[src/rtl/score_pkg.sv]
// -----------------------------------------------------------------------------
// score_pkg
//
// Purpose:
//   Shared constants and helpers for the BCD score tracker slice.
//
// Contents:
//   DIGIT_W     - width of one packed BCD digit (4 bits)
//   BCD_NINE    - the largest legal BCD digit value
//   MAX_DIGITS  - widest score any instance may build (8 digits)
//   all_nines() - packed all-nines ceiling for a given digit count, returned
//                 in a MAX_DIGITS-wide vector with the unused digits zeroed
// -----------------------------------------------------------------------------
package score_pkg;

  localparam int         DIGIT_W    = 4;
  localparam logic [3:0] BCD_NINE   = 4'd9;
  localparam int         MAX_DIGITS = 8;

  // Returned at full MAX_DIGITS width so callers can take the low slice
  // that matches their own parameterised score width.
  function automatic logic [DIGIT_W*MAX_DIGITS-1:0] all_nines(input int num_digits);
    logic [DIGIT_W*MAX_DIGITS-1:0] value;
    value = '0;
    for (int i = 0; i < MAX_DIGITS; i++) begin
      if (i < num_digits) begin
        value[i*DIGIT_W +: DIGIT_W] = BCD_NINE;
      end
    end
    return value;
  endfunction

endpackage

[src/rtl/bcd_score_tracker_if.sv]
// -----------------------------------------------------------------------------
// bcd_score_tracker_if
//
// Purpose:
//   Bundles the award inputs and score outputs shared between the game-logic
//   event generators and the score tracker.
//
// Parameters:
//   NUM_DIGITS - number of BCD digits carried on score_bcd / high_bcd
//
// Signals:
//   enable      game active; low clears the current score
//   add_valid   one-cycle award strobe
//   add_value   award in points, binary 0..15
//   clear_high  synchronous clear of the session high score
//   score_bcd   current score, packed BCD, digit 0 in [3:0]
//   high_bcd    session high score, packed BCD
//   saturated   high while score_bcd is all nines
//   new_record  one-cycle pulse when high_bcd is raised
//
// Modports:
//   master - game logic side (drives awards, observes score)
//   slave  - score tracker side
// -----------------------------------------------------------------------------
interface bcd_score_tracker_if #(
  parameter int NUM_DIGITS = 4
);
  import score_pkg::*;

  logic                            enable;
  logic                            add_valid;
  logic [3:0]                      add_value;
  logic                            clear_high;
  logic [DIGIT_W*NUM_DIGITS-1:0]   score_bcd;
  logic [DIGIT_W*NUM_DIGITS-1:0]   high_bcd;
  logic                            saturated;
  logic                            new_record;

  modport master (
    output enable,
    output add_valid,
    output add_value,
    output clear_high,
    input  score_bcd,
    input  high_bcd,
    input  saturated,
    input  new_record
  );

  modport slave (
    input  enable,
    input  add_valid,
    input  add_value,
    input  clear_high,
    output score_bcd,
    output high_bcd,
    output saturated,
    output new_record
  );

endinterface

[src/rtl/bcd_score_tracker_digit_add.sv]
// -----------------------------------------------------------------------------
// bcd_digit_add
//
// Purpose:
//   One decimal digit of a ripple-carry BCD adder. Adds two BCD digits and a
//   carry-in, producing a BCD digit and a decimal carry-out.
//
// Ports:
//   a    [3:0]  input   BCD digit (0..9)
//   b    [3:0]  input   BCD digit (0..9)
//   cin         input   carry from the next-lower digit
//   s    [3:0]  output  BCD sum digit (0..9)
//   cout        output  decimal carry to the next-higher digit
// -----------------------------------------------------------------------------
module bcd_digit_add
  import score_pkg::*;
(
  input  logic [3:0] a,
  input  logic [3:0] b,
  input  logic       cin,
  output logic [3:0] s,
  output logic       cout
);

  // Largest possible sum is 9 + 9 + 1 = 19, so five bits are enough and a
  // single subtract-ten correction always lands back inside 0..9.
  logic [4:0] raw_sum;
  logic [4:0] corrected;

  always_comb begin
    // NOTE: every output of a combinational block gets a default first so no
    // path leaves it unassigned and a latch can never be inferred.
    raw_sum   = 5'(a) + 5'(b) + 5'(cin);
    corrected = raw_sum;
    cout      = 1'b0;
    if (raw_sum > 5'(BCD_NINE)) begin
      corrected = raw_sum - 5'd10;
      cout      = 1'b1;
    end
  end

  assign s = corrected[3:0];

endmodule

[src/rtl/bcd_score_tracker.sv]
// -----------------------------------------------------------------------------
// bcd_score_tracker
//
// Purpose:
//   Running game score kept in packed BCD so each nibble feeds a seven-segment
//   decoder directly. Awards are clamped to MAX_ADD, added in decimal with a
//   full ripple through all digits in one cycle, and the score saturates at
//   all nines instead of wrapping. A second stage, one cycle behind the score,
//   tracks the session high score and pulses new_record when it is raised.
//
// Parameters:
//   NUM_DIGITS  number of BCD digits, legal range 1..8
//   MAX_ADD     largest accepted award, legal range 1..9
//
// Ports:
//   clk     input   system clock, all state on the rising edge
//   resetn  input   synchronous, active-low reset
//   bus     slave   award inputs and score outputs (bcd_score_tracker_if)
// -----------------------------------------------------------------------------
module bcd_score_tracker
  import score_pkg::*;
#(
  parameter int NUM_DIGITS = 4,
  parameter int MAX_ADD    = 9
) (
  input  logic                  clk,
  input  logic                  resetn,
  bcd_score_tracker_if.slave    bus
);

  localparam int W = DIGIT_W * NUM_DIGITS;

  localparam logic [DIGIT_W*MAX_DIGITS-1:0] NINES_FULL = all_nines(NUM_DIGITS);
  localparam logic [W-1:0]                  CEILING    = NINES_FULL[W-1:0];

  // ---------------------------------------------------------------------------
  // Award clamp: only digit 0 receives an addend, so it must be a legal digit.
  // ---------------------------------------------------------------------------
  logic [3:0] addend;

  always_comb begin
    addend = bus.add_value;
    if (bus.add_value > 4'(MAX_ADD)) begin
      addend = 4'(MAX_ADD);
    end
  end

  // ---------------------------------------------------------------------------
  // Stage 1: score register and the decimal ripple adder feeding it.
  // ---------------------------------------------------------------------------
  logic [W-1:0]        score_q;
  logic [W-1:0]        sum_bcd;
  logic [NUM_DIGITS:0] carry;

  assign carry[0] = 1'b0;

  for (genvar d = 0; d < NUM_DIGITS; d++) begin : g_digit
    logic [3:0] digit_addend;

    // The award enters only at digit 0; higher digits just absorb carries.
    if (d == 0) begin : g_lsd
      assign digit_addend = addend;
    end else begin : g_upper
      assign digit_addend = 4'd0;
    end

    bcd_digit_add u_add (
      .a    (score_q[d*DIGIT_W +: DIGIT_W]),
      .b    (digit_addend),
      .cin  (carry[d]),
      .s    (sum_bcd[d*DIGIT_W +: DIGIT_W]),
      .cout (carry[d+1])
    );
  end

  // A carry out of the top digit means the true total no longer fits, so the
  // score pins at the ceiling rather than showing the wrapped low digits.
  logic [W-1:0] score_next;

  always_comb begin
    score_next = sum_bcd;
    if (carry[NUM_DIGITS]) begin
      score_next = CEILING;
    end
  end

  always_ff @(posedge clk) begin
    // NOTE: state registers use non-blocking assignments so every flop samples
    // the pre-edge values, matching what the synthesised hardware does.
    if (!resetn) begin
      score_q <= '0;
    end else if (!bus.enable) begin
      score_q <= '0;
    end else if (bus.add_valid) begin
      score_q <= score_next;
    end
  end

  // ---------------------------------------------------------------------------
  // Stage 2: session high score. Comparing the registered score makes the
  // high score trail the current score by exactly one edge. A plain unsigned
  // compare is correct because BCD digits order the same way binary nibbles do.
  // ---------------------------------------------------------------------------
  logic [W-1:0] high_q;
  logic         new_record_q;

  always_ff @(posedge clk) begin
    if (!resetn) begin
      high_q       <= '0;
      new_record_q <= 1'b0;
    end else if (bus.clear_high) begin
      high_q       <= '0;
      new_record_q <= 1'b0;
    end else if (score_q > high_q) begin
      high_q       <= score_q;
      new_record_q <= 1'b1;
    end else begin
      new_record_q <= 1'b0;
    end
  end

  // ---------------------------------------------------------------------------
  // Outputs. saturated is decoded from the score register so it rises in the
  // same cycle the score reaches the ceiling.
  // ---------------------------------------------------------------------------
  assign bus.score_bcd  = score_q;
  assign bus.high_bcd   = high_q;
  assign bus.saturated  = (score_q == CEILING);
  assign bus.new_record = new_record_q;

endmodule

[src/flat_wrapper.sv]
// flat-port wrapper written by rule: the top's interface ports become plain ports
module bcd_score_tracker_flat import score_pkg::*;
#(
  parameter int NUM_DIGITS = 4,
  parameter int MAX_ADD    = 9
)
  (clk, resetn, bus_enable, bus_add_valid, bus_add_value, bus_clear_high, bus_score_bcd, bus_high_bcd, bus_saturated, bus_new_record);
  bcd_score_tracker_if #(.NUM_DIGITS(NUM_DIGITS)) bus_i ();
  input  logic clk;
  input  logic resetn;
  input wire logic [$bits(bus_i.enable)-1:0] bus_enable;
  input wire logic [$bits(bus_i.add_valid)-1:0] bus_add_valid;
  input wire logic [$bits(bus_i.add_value)-1:0] bus_add_value;
  input wire logic [$bits(bus_i.clear_high)-1:0] bus_clear_high;
  output wire logic [$bits(bus_i.score_bcd)-1:0] bus_score_bcd;
  output wire logic [$bits(bus_i.high_bcd)-1:0] bus_high_bcd;
  output wire logic [$bits(bus_i.saturated)-1:0] bus_saturated;
  output wire logic [$bits(bus_i.new_record)-1:0] bus_new_record;
  assign bus_i.enable = bus_enable;
  assign bus_i.add_valid = bus_add_valid;
  assign bus_i.add_value = bus_add_value;
  assign bus_i.clear_high = bus_clear_high;
  assign bus_score_bcd = bus_i.score_bcd;
  assign bus_high_bcd = bus_i.high_bcd;
  assign bus_saturated = bus_i.saturated;
  assign bus_new_record = bus_i.new_record;
  bcd_score_tracker #(.NUM_DIGITS(NUM_DIGITS), .MAX_ADD(MAX_ADD)) u_core (.clk(clk), .resetn(resetn), .bus(bus_i));
endmodule
[config.mk]
export PLATFORM = sky130hd
export DESIGN_NAME = bcd_score_tracker_flat
export DESIGN_NICKNAME = d
export VERILOG_FILES = /design/src/rtl/score_pkg.sv /design/src/rtl/bcd_score_tracker_if.sv /design/src/rtl/bcd_score_tracker_digit_add.sv /design/src/rtl/bcd_score_tracker.sv /design/src/flat_wrapper.sv
export SDC_FILE = /design/constraint.sdc
export NUM_CORES = 1
export LEC_CHECK = 0
export ABC_AREA = 1
export ABC_CLOCK_PERIOD_IN_PS = 7700
export CAP_MARGIN = 0
export CORE_MARGIN = 4
export CORE_UTILIZATION = 53
export CTS_CLUSTER_DIAMETER = 100
export CTS_CLUSTER_SIZE = 25
export DETAILED_ROUTE_END_ITERATION = 16
export GPL_TIMING_DRIVEN = 0
export PLACE_DENSITY = 0.8
export RECOVER_POWER = 100
export REMOVE_ABC_BUFFERS = 1
export SYNTH_ARGS = -nofsm -noshare
export SYNTH_HDL_FRONTEND = slang
export SYNTH_SLANG_ARGS = --single-unit
[constraint.sdc]
create_clock -name clk -period 7.7 [get_ports clk]
set_input_delay 1.925 -clock clk [delete_from_list [all_inputs] [get_ports clk]]
set_output_delay 1.925 -clock clk [all_outputs]
set_load 0.02 [all_outputs]
==> impl_metrics.toml <==
[layout]
diodes = 0
final.fill_count = 398
stdcell_count = 433
area_delta_synth_final_pct = 19.5
drive_gt1_share_pct = 8.40
final_core_util_pct = 65.9
nNetsFinal = 419

[floorplan]
die_w_um = 75.8
die_h_um = 75.8
pin_count = 43
num_rows = 24
die-area_sq_um = 5740
initial_utilization_pct = 55.1
coreArea_sq_um = 4410

[clock_tree]
clockBufferDepth = 2
cts_setup_buffers = 0
cts_root_buf = "clkbuf_8"
h-tree-depth = 2
holdBufCountCts = 0
clkTransAtPathRegs_ns = 0.07
cts_tree = "yes"
ctsResizeCount = 0
clkLatencyLatePin_ns = 0.29
cts_sinks = 33
numCtsBuffers = 5

[route]
drcViolationCount = 0
first_pass_iters = 4
wl_per_cell_um = 12.5
finalWirelength_um = 5410
drtAntennaViolNets = 0
avgViaCountPerCell = 5.29
drtIter0Drc = 129
vias = 2291

[place]
pre_cts_ws_ns = 0.408
dp_hpwl_um = 4050
dp.cells = 425
gp_congestion = 0.868
io_buffers = 42

[global_routing]
grt_overflow = 0
grt_pass1_wl_um = 9030
grt_max_degree = 34
grt_pass1_vias = 1986
grt_antenna_before_repair = 0
grt_usage_pct = 20.4

[timing]
setup_tns_ns = 0
slew_headroom_pct = 10.6
rsz0062_at_grt = "false"
clock_skew_ns = 0.00316
setup_viol = 0
final_max_slew_viol_count = 0
fin_crit_sh_pct = 92.3
fin_ws_ns = 0.593
min_period_ns = 7.11
hold_viol_final = 0
tightest_slew_ns = 1.34
timing.fmax_ghz = 0.141

[logic_synthesis]
avgSynthCellArea_sq_um = 7.14
synthCells = 341
synthTopCellsByArea = "dfxtp_1, ha_1, nand2_1"
synth_top_flop_cell = "dfxtp_1"
ys_ff_latch = 33
synth_top_cell_area_share_pct = 27.1
yosys_warnings = 0
synth_seq_area_share_pct = 27.1
synth_top_area_cell = "dfxtp_1"
synth_edf_count = 0
syn_area_sq_um = 2430
synth_cell_types = 36
synthArstFlopShare_pct = 0

[power_and_ir_drop]
pwr-share-clk_pct = 15.0
p_leak_nw = 1.41
switchingPower_w = 0.000402
switching_share_pct = 47.1
combPwrFrac_pct = 58.8
internal_power_w = 0.000452
p_per_area_nw_per_um2 = 293
seqPwrFrac_pct = 26.1
ir_worst_vdd_uv = 174

[worst_setup_path]
slowest_delay_ns = 0.48
cp-end-kind = "register"
crit_type = "input pin to register"
crit_required_ns = 7.85
setup.worst_path.start_class = "input pin"
path_delay_family = "adder cells"
crit_buf_inv = 2
cp_data_arrival_time_ns = 7.26
critPathSlowestCell = "fa_1"
worstPathMaxFanout = 10

[flow_run]
max_cap_violations = 0

[run_status]
outcome = "completed"

[worst_hold_path]
worstHoldPathType = "register to register"
==> sequential cells by signal, summed over array words and instances (netlist names) <==
signal and cells:
u_core.bus.new_record 1, u_core.bus.high_bcd 16, u_core.bus.score_bcd 16
==> cell type report <==
class	count	area [sq um]	share of cell area, %
clock inverters	2	10.0	0.344
multi-input cells	239	1460	50.2
clock buffers	6	72.6	2.49
flip-flops and latches	33	661	22.7
well taps	52	65.1	2.24
repair buffers	42	420	14.5
inverters	59	221	7.61
==> worst paths after layout <==
| path | slack [ns] | endpoint | depth (start not counted) | start |
|---|---|---|---|---|
| worst max-delay path | 0.59 | u_core.bus.score_bcd[10] | 29 | bus_add_value[1] |
| worst min-delay path | 0.51 | u_core.bus.high_bcd[1] | 2 | u_core.bus.high_bcd[1] |
| worst max register to register | 2.63 | u_core.bus.score_bcd[10] | 25 | u_core.bus.score_bcd[1] |
| worst min register to register | 0.51 | u_core.bus.high_bcd[1] | 2 | u_core.bus.high_bcd[1] |
==> cell families after synthesis <==
group | count (synthesis) | share of synthesized area, %
AOI/OAI and AO/OA | 54 | 13.3
xor gates and xnor gates | 5 | 2.42
adders and majority gates | 30 | 15.7
buffers and inverters | 69 | 12.0
DFF | 33 | 27.1
and+or+nand+nor | 150 | 29.4
==> cell usage in the layout, fill, tap and decap left out <==
master	synthesis	final
o21bai_1	1	1
nor2_8	1	1
a211oi_1	1	1
nor2_4	3	2
or2_1	1	1
nor2_1	25	26
ha_1	29	29
clkdlybuf4s50_1	0	7
a21oi_2	12	11
dfxtp_1	33	33
o21ai_1	4	1
nand3_1	37	37
inv_1	56	56
dlygate4sd3_1	0	35
o21a_1	1	1
clkbuf_1	3	1
nand2_2	3	2
nand4_1	5	5
o21ai_0	8	11
nand3_2	3	3
clkbuf_8	0	5
nand2_1	66	67
xor2_1	3	3
inv_2	2	2
nand3_4	1	1
xnor2_1	0	1
clkinv_2	0	2
fa_1	1	1
or2_2	1	1
nor3_1	1	1
nor2_2	1	1
xnor2_2	2	1
nor4_1	1	1
clkinv_1	1	1
and3_1	1	1
a31oi_1	1	1
a21oi_1	26	27
==> stage by stage <==
stage	hold slack [ns]	power (W)	instance area, sq um
after floorplan	0.579	0.000607	2360
after global placement	0.490	0.000729	2850
after detailed placement	0.504	0.000740	2850
after CTS	0.519	0.000868	2930
after global routing	0.541	0.000928	2910
final	0.510	0.000854	2910
==> per-layer routing <==
layer / routed length (um) / vias to the layer above / GRT usage [%] / part of all wire (%)
met5: 0 / - / 0 / 0
met4: 74 / 0 / 6.41 / 1.4
met3: 284 / 8 / 3.69 / 5.3
met2: 2550 / 60 / 33.0 / 47
met1: 2490 / 1040 / 27.3 / 46
li1: - / 1183 / - / -
==> Yosys cell counts, types with 2 or more instances <==
cell and number:
xnor2_2 2, ha_1 29, inv_1 56, xor2_1 3, inv_2 2, o21ai_1 4, nand3_2 3, nand3_1 37
nand4_1 5, nor2_4 3, buf_2 3, dfxtp_1 33, nand2_1 66, o21ai_0 8, a21oi_2 12, nand2_2 3
nor2_1 25, clkbuf_1 3, a21oi_1 26, buf_6 2
==> power by group through the flow <==
stage | Combinational [W] | Clock [W] | Sequential [W]
floorplan | 0.000348 | 0 | 0.000259
global placement | 0.000502 | 0 | 0.000227
detailed placement | 0.000511 | 0 | 0.000229
CTS | 0.000513 | 0.000130 | 0.000225
global route | 0.000565 | 0.000136 | 0.000228
finish | 0.000502 | 0.000128 | 0.000223
==> tightest hold or removal path: stages (launching register included) <==
cell and delay, ns:
dfxtp_1 0.36, a21oi_2 0.04, nor2_1 0.08
(Power assumes the default switching activity.)
